--- src/rtl/fifo_wr_arbiter.sv ---
// Round-robin write-port arbiter in front of a single FIFO.
// NUM_REQ producers compete for the FIFO write side. A winner owns the port
// for a burst of up to MAX_BURST words, so its packet lands contiguously.
//
// Handshake: producer i offers a word by holding req[i] high with
// req_data/req_last stable. The word is consumed in exactly the cycle in
// which gnt[i] is high. A word is only written when the FIFO is not full.
// gnt, fifo_wr_en and fifo_data are all combinational from the current
// state and inputs.
module fifo_wr_arbiter #(
   parameter int NUM_REQ    = 4,
   parameter int DATA_WIDTH = 32,
   parameter int MAX_BURST  = 4,
   localparam int OW        = (NUM_REQ > 1) ? $clog2(NUM_REQ) : 1
) (
   input  logic                          clk,
   input  logic                          reset,
   input  logic [NUM_REQ-1:0]            req,
   input  logic [NUM_REQ*DATA_WIDTH-1:0] req_data,
   input  logic [NUM_REQ-1:0]            req_last,
   output logic [NUM_REQ-1:0]            gnt,
   output logic [OW-1:0]                 owner,
   output logic                          busy,
   output logic                          fifo_cs,
   output logic                          fifo_wr_en,
   output logic [DATA_WIDTH-1:0]         fifo_data,
   input  logic                          fifo_full,
   output logic [15:0]                   wr_count
);

   localparam int CW = (MAX_BURST > 1) ? $clog2(MAX_BURST) : 1;
   localparam logic [CW-1:0] CNT_LAST   = CW'(MAX_BURST - 1);
   localparam logic [OW-1:0] OWNER_LAST = OW'(NUM_REQ - 1);
   localparam logic [OW:0]   NUM_REQ_W  = (OW + 1)'(NUM_REQ);

   typedef enum logic {
      S_IDLE  = 1'b0,
      S_BURST = 1'b1
   } state_t;

   state_t          state_q, state_d;
   logic [OW-1:0]   rr_ptr_q, rr_ptr_d;
   logic [OW-1:0]   owner_q, owner_d;
   logic [CW-1:0]   burst_cnt_q, burst_cnt_d;
   logic [15:0]     wr_count_q, wr_count_d;

   logic [OW-1:0]         winner;
   logic                  found;
   logic [OW:0]           sum;
   logic [OW-1:0]         idx;
   logic                  owner_req;
   logic                  owner_last;
   logic [DATA_WIDTH-1:0] owner_data;
   logic                  accept;

   // Round-robin search: first requesting index at or above rr_ptr, wrapping.
   always_comb begin
      winner = rr_ptr_q;
      found  = 1'b0;
      sum    = '0;
      idx    = '0;
      for (int k = 0; k < NUM_REQ; k++) begin
         sum = {1'b0, rr_ptr_q} + (OW + 1)'(k);
         if (sum >= NUM_REQ_W) begin
            sum = sum - NUM_REQ_W;
         end
         idx = sum[OW-1:0];
         if (!found && req[idx]) begin
            found  = 1'b1;
            winner = idx;
         end
      end
   end

   // Mux out the current owner's request, end-of-packet flag and data word.
   always_comb begin
      owner_req  = 1'b0;
      owner_last = 1'b0;
      owner_data = '0;
      for (int i = 0; i < NUM_REQ; i++) begin
         if (owner_q == OW'(i)) begin
            owner_req  = req[i];
            owner_last = req_last[i];
            owner_data = req_data[i*DATA_WIDTH +: DATA_WIDTH];
         end
      end
   end

   // Next-state and output logic. While reset is asserted every output is
   // forced idle so a word offered in the reset cycle is never written.
   always_comb begin
      state_d     = state_q;
      rr_ptr_d    = rr_ptr_q;
      owner_d     = owner_q;
      burst_cnt_d = burst_cnt_q;
      wr_count_d  = wr_count_q;
      gnt         = '0;
      busy        = 1'b0;
      fifo_cs     = 1'b0;
      fifo_wr_en  = 1'b0;
      fifo_data   = '0;
      accept      = 1'b0;
      if (reset) begin
         case (state_q)
            S_IDLE: begin
               if (|req) begin
                  owner_d     = winner;
                  burst_cnt_d = '0;
                  state_d     = S_BURST;
               end
            end
            S_BURST: begin
               fifo_cs = 1'b1;
               busy    = 1'b1;
               accept  = owner_req & ~fifo_full;
               if (accept) begin
                  gnt[owner_q] = 1'b1;
                  fifo_wr_en   = 1'b1;
                  fifo_data    = owner_data;
                  wr_count_d   = wr_count_q + 16'd1;
                  if (owner_last || (burst_cnt_q == CNT_LAST)) begin
                     state_d     = S_IDLE;
                     rr_ptr_d    = (owner_q == OWNER_LAST) ? '0 : owner_q + OW'(1);
                     burst_cnt_d = '0;
                  end else begin
                     burst_cnt_d = burst_cnt_q + CW'(1);
                  end
               end else if (!owner_req) begin
                  // Owner abandoned its burst: give the port up, nothing written.
                  state_d     = S_IDLE;
                  rr_ptr_d    = (owner_q == OWNER_LAST) ? '0 : owner_q + OW'(1);
                  burst_cnt_d = '0;
               end
               // Otherwise the FIFO is full: hold everything and wait.
            end
            default: begin
               state_d = S_IDLE;
            end
         endcase
      end
   end

   // State registers with synchronous active-low reset.
   always_ff @(posedge clk) begin
      if (!reset) begin
         state_q     <= S_IDLE;
         rr_ptr_q    <= '0;
         owner_q     <= '0;
         burst_cnt_q <= '0;
         wr_count_q  <= '0;
      end else begin
         state_q     <= state_d;
         rr_ptr_q    <= rr_ptr_d;
         owner_q     <= owner_d;
         burst_cnt_q <= burst_cnt_d;
         wr_count_q  <= wr_count_d;
      end
   end

   assign owner    = owner_q;
   assign wr_count = wr_count_q;

endmodule

--- config.mk ---
export PLATFORM = sky130hd
export DESIGN_NAME = fifo_wr_arbiter
export DESIGN_NICKNAME = d
export VERILOG_FILES = /design/src/rtl/fifo_wr_arbiter.sv
export SDC_FILE = /design/constraint.sdc
export NUM_CORES = 1
export LEC_CHECK = 0
export BUFFER_PORTS_ARGS = -buffer_cell sky130_fd_sc_hd__buf_2
export CAP_MARGIN = 20
export CORE_ASPECT_RATIO = 0.7
export CORE_MARGIN = 1
export CORE_UTILIZATION = 39
export CTS_CLUSTER_DIAMETER = 80
export DETAILED_ROUTE_END_ITERATION = 16
export PLACE_DENSITY = 0.82
export SYNTH_ARGS = -nofsm -noshare
export SYNTH_HDL_FRONTEND = slang
export SYNTH_SLANG_ARGS = --single-unit
--- constraint.sdc ---
create_clock -name clk -period 2.7 [get_ports clk]
set_input_delay 0.54 -clock clk [delete_from_list [all_inputs] [get_ports clk]]
set_output_delay 0.54 -clock clk [all_outputs]
set_load 0.01 [all_outputs]
### Word-level counts from Yosys, hierarchy flattened

Index checks and enable logic that the tools add are counted.

| word-level totals | value |
|---|---|
| register bits after elaboration | 23 |
| output and inout bits | 57 |

| cells by class | value |
|---|---|
| add/subtract/negate cells | 10 |
| order comparisons | 10 |
| equality and inequality tests | 8 |
| mux-type cells | 58 |
| bitwise gates (word level) | 3 |
| reduce and logical (&&, ||, !) cells | 14 |

Operators by type and width:

| kind | count |
|---|---|
| 32-bit two-way mux | 7 |
| 2-bit two-way mux | 16 |
| 1-bit two-way mux | 25 |
| 16-bit by 1-bit adder with 16-bit output, second input constant | 1 |
| 2-bit by 3-bit less-than comparator with 1-bit output, second input constant | 5 |
| 4-bit two-way mux | 3 |
| 3-bit greater-or-equal comparator, second input constant | 3 |
| 1-bit binary-select mux with 2-bit select | 4 |
| 2-bit by 1-bit subtractor with 2-bit output, second input constant | 4 |
| 2-bit by 2-bit adder with 3-bit output, second input constant | 2 |
| 2-bit == test, second input constant | 3 |
| 2-bit AND reduction | 3 |
| 2-bit by 1-bit adder with 2-bit output, second input constant | 2 |
| 1-bit logical AND | 4 |
| 2-bit by 1-bit inequality test with 1-bit output, second input constant | 2 |
| 2-bit case mux with 2 select lines | 1 |
| 4-bit OR reduction | 1 |
| 2-bit by 1-bit adder with 3-bit output, second input constant | 1 |
| 2-bit by 3-bit greater-or-equal comparator with 1-bit output, second input constant | 1 |
| 1-bit logical NOT | 3 |
| 3-bit by 2-bit inequality test with 1-bit output, second input constant | 1 |
| 3-bit AND reduction | 1 |
| 1-bit demux with 2-bit select | 1 |
| 2-bit by 1-bit == test with 1-bit output, second input constant | 1 |
| other kinds (7) | 8 |

### Logic depth before layout (Yosys ltp)

| depth | value |
|---|---|
| depth after elaboration | 14 |
| gate-level depth with buffers | 10 |

### Least setup slack after synthesis

OpenSTA, ideal clock, no wires.

| timing | value |
|---|---|
| path type | register to output |
| start | reg owner_q[1] (netlist: owner[1]) |
| end | out fifo_data[10] |
| arrival time | 1979 ps |
| slack | 181 ps |
| cell stages (with the launch flop) | 8 |
| cells stage by stage | dfxtp_1 inv_1 ha_1 clkbuf_1 a2111o_1 nand4_1 clkbuf_1 nor2_1 |

| between the ends | value |
|---|---|
| word-level cells in the longest chain between the ends | 9 |
| elaborated cells between the ends (all ways) | 16 |
| those cells by class | eq/ne (3); mux (11); bitwise (1); reduce/logical (1) |

RTL lines:

| item | RTL line | source |
|---|---|---|
| start, declared | 43 | `logic [OW-1:0] owner_q, owner_d;` |
| start signal, assigned | 154 | `owner_q <= owner_d;` |
| 2-bit logical NOT | 81 | `if (owner_q == OW'(i)) begin` |
| 1-bit two-way mux (4 in a row) | 81 |  |
| 1-bit bitwise AND | 115 | `accept = owner_req & ~fifo_full;` |
| 32-bit two-way mux (*) | 116 | `if (accept) begin` |
| 32-bit two-way mux (*) | 104 | `case (state_q)` |
| 32-bit two-way mux (*) | 103 | `if (reset) begin` |
| end, declared | 26 | `output logic [DATA_WIDTH-1:0] fifo_data,` |

Every way passes the cells marked *; elsewhere a longest branch is shown, timed or not.

### Final worst setup path

| timing | value |
|---|---|
| start | reg owner_q[0] (netlist: owner[0]) |
| end | out fifo_data[27] |

The elaborated chain is that of the path after synthesis.

==> impl_results.md <==
- Clock slew at reported path FFs: 0.08 ns
- Slew Viols, Final: 0
- Grt peak-use layer: met2
- DRT Wirelength: 9380 um
- Via count: 3408
- Largest net degree at the start of global routing: 40
- Worst slew pin tran: 0.605 ns
- GR Layer Usage met2: 46.4%
- MaxCap Viol Count: 0
- Maximum VDD drop: 198 uV
- Main synth FF type: dfxtp_1
- Placement Setup Slack: 0.236 ns
- Row count: 22
- Outcome: completed
- Initial Util: 42.1%
- Final setup TNS: 0 ns
- ANT nets after route: 0
- DRC viols: 0
- Worst Reg-to-Reg Cells: 7
- Post-synth EDFFs: 0
- Sw Share: 38.9%
- Design Area, Final: 3540 um^2
- M3 GR Usage: 5.63%
- Met1 Track Usage GR: 36.9%
- Die Wd: 93.7 um
- DRT iter0 DRCs: 220
- Hold depth: 2
- CTS tree: done
- H-Tree Level Count: 1
- Core area: 5450 um^2
- Routed len/inst: 15.3 um
- Number of global-route vias before repair: 2954
- Grt total ovfl: 0
- Pint: 771 uW
- NetSw: 491 uW
- Synth Instances: 352
- Crit share post-route: 97.0%
- DR vias/cell: 5.58
- Fin crit period: 2.62 ns
- Final setup skew: 0.00298 ns
- Final hold violations: 0
- Die height: 66.2 um
- Dpl hpwl: 6900 um
- Multi-input gate area: 1700 um^2
- Relative slew slack: 59.3%
- Post-cts hold buffer count: 0
- Clock Latency Late Sink: 0.27 ns
- Clock root cell: clkbuf_8
- Final setup viols: 0
- Yosys top cell area share: 20.0%
- Pwr Density: 356 nW/um^2
- # IOs: 196
- Flop-to-flop setup slack: 0.32 ns
- FF-to-FF End: wr_count[7]
- Clock buffer depth: 2
- Logic pwr share: 53.0%
- Lkg Pwr: 0.00172 uW
- Clk network pwr share: 17.3%
- Clock net sink count: 23
- Setup crit end kind: output pin
- Area leader, netlist: dfxtp_1
- Fin nets: 685
- Die ar.: 6210 um^2
- Pre-Repair DR Iteration Count: 4
- Post-Syn Nets: 497
- Final worst slack: 0.0817 ns
- Unrepaired setup endpoints after global routing: false
- Antenna diodes: 0
- Worst setup path class: reg2out
- Ranking of synthesized cells by area: dfxtp_1 (20%), a221oi_1 (13%), nor2_1 (13%), a21oi_1 (9.6%), nor3_1 (7.4%)
- Post-synth ARST share: 0%
- Layout area overhead: 54.2%
- GPL Wtd Cong: 0.891
- Register area share after synthesis: 20.0%
- DP Area: 3340 um^2
- Port Buffers: 195
- Seq pwr share: 29.8%
- All-layer global routing usage: 27.8%
- Worst Min Path Start: burst_cnt_q[1]
- Initial antenna violation count: 0
- Synth Register Bits: 23
- Register area: 468 um^2
- Startpoint class of the critical path: flip-flop
- Worst hold path type: reg2reg
- Critical Path AT: 2.08 ns
- Total design power: 1260 uW
- CTS Buf Count: 3
- Syn_area_per_cell: 6.53 um^2
- Yosys cell types: 45
- Worst hold endpoint: burst_cnt_q[1]
- Synth Cell Area: 2300 um^2
- Share of layout cells above drive strength 1: 43.8%
- Max Fclk: 382 MHz
- First-pass GRT wire length: 13900 um
- Critical Path Start: owner[0]
- Worst EP required: 2.16 ns
- RR Startpoint: owner[0]
- Worst-path fanout max: 8
- Synth warnings: 0
- Filler cell count: 511
power by group through the flow:
stage	Clock (uW)	Combinational [uW]	Sequential, uW
after floorplan	0	402	374
after global placement	0	615	380
after detailed placement	0	627	381
after CTS	222	639	376
after global routing	235	743	380
final	218	669	375
state kept, by name (all words and copies together) (netlist names):
register	cells
owner	2
rr_ptr_q	2
burst_cnt_q	2
state_q	1
wr_count	16
synth_stat cells (2+ instances only):
library cell / instances
and3_1: 3
nand3_1: 7
clkinv_1: 2
nor4_1: 3
nand2b_1: 3
xnor2_1: 5
nor3_1: 34
or4_1: 6
ha_1: 6
nand2_1: 12
inv_1: 8
nor2b_1: 3
a21oi_1: 44
or3_1: 7
nor2_1: 79
dfxtp_1: 23
o31ai_1: 5
clkbuf_1: 27
o21ai_0: 7
buf_2: 3
mux2i_1: 4
nand4_1: 5
a221oi_1: 34
how the worst max path moves through the flow:
stage	cells after the start	end	slack (ns)
2_1_floorplan	7	fifo_data[10]	0.18
3_3_place_gp	7	gnt[0]	0.32
3_5_place_dp	7	gnt[0]	0.24
4_1_cts	8	fifo_data[0]	0.004
5_1_grt	9	fifo_data[21]	0.003
6_report	9	fifo_data[27]	0.08
metal layers:
metal  share of wire, %  vias up
met1                 41     1545
met5                  0        -
met4                1.6        0
met2                 48      178
li1                   -     1668
met3                9.0       17
logic make-up after synthesis:
family          synth area share [%]
simple gates                    34.4
xor+xnor                        1.91
mux                             2.83
buf+inv                         7.90
compound gates                  29.6
flops                           20.0
fa+ha+maj                       3.27
placed cells by master (no fill, tap or decap), types with 2 or more instances in the layout:
| master | n |
|---|---|
| nand3_1 | 7 |
| buf_12 | 2 |
| inv_1 | 7 |
| ha_4 | 2 |
| clkinv_2 | 2 |
| a221oi_1 | 34 |
| clkbuf_8 | 3 |
| a21oi_1 | 44 |
| nand2b_1 | 3 |
| or4_1 | 6 |
| dfxtp_1 | 21 |
| nor3_1 | 34 |
| dfxtp_4 | 2 |
| xnor2_1 | 5 |
| nand2_1 | 12 |
| ha_2 | 2 |
| buf_8 | 2 |
| buf_6 | 5 |
| mux2i_1 | 4 |
| o21ai_0 | 7 |
| buf_4 | 12 |
| ha_1 | 2 |
| buf_2 | 195 |
| nor2_1 | 78 |
| or3_1 | 7 |
| nor2b_1 | 2 |
| nand4_1 | 5 |
| o31ai_1 | 5 |
| and3_1 | 3 |
| nor4_1 | 3 |
| clkinv_1 | 2 |
metrics by stage:
step / std cells / hold slack (ns) / util, %
2_1_floorplan: 352 / 0.442 / -
3_3_place_gp: 597 / 0.450 / 61.2
3_5_place_dp: 597 / 0.466 / 61.2
4_1_cts: 601 / 0.475 / 62.7
5_1_grt: 611 / 0.507 / 65.0
6_report: 611 / 0.470 / 65.0
layout make-up:
cell class	count	share of cell area (%)
inverter	11	1.20
clock inverter	1	0.141
timing repair buffer	216	33.7
sequential	23	13.2
clock buffer	3	1.17
tap	72	2.54
multi-input combinational	285	48.1
worst max-delay path, stage by stage (launching register included):
cell and delay (ns):
dfxtp_4 0.37, buf_4 0.11, ha_4 0.17, and3b_2 0.25
a2111o_1 0.31, nand4_1 0.12, buf_6 0.15, buf_8 0.14
nor2_1 0.05, buf_2 0.14
what timing repair did:
item,in CTS,in global routing
resized for setup,7,18
setup buffers,0,8
endpoints found under the setup margin,19,37
cloned,0,2
pin swaps,0,3
No activity file was read; power rests on OpenSTA's default activity.
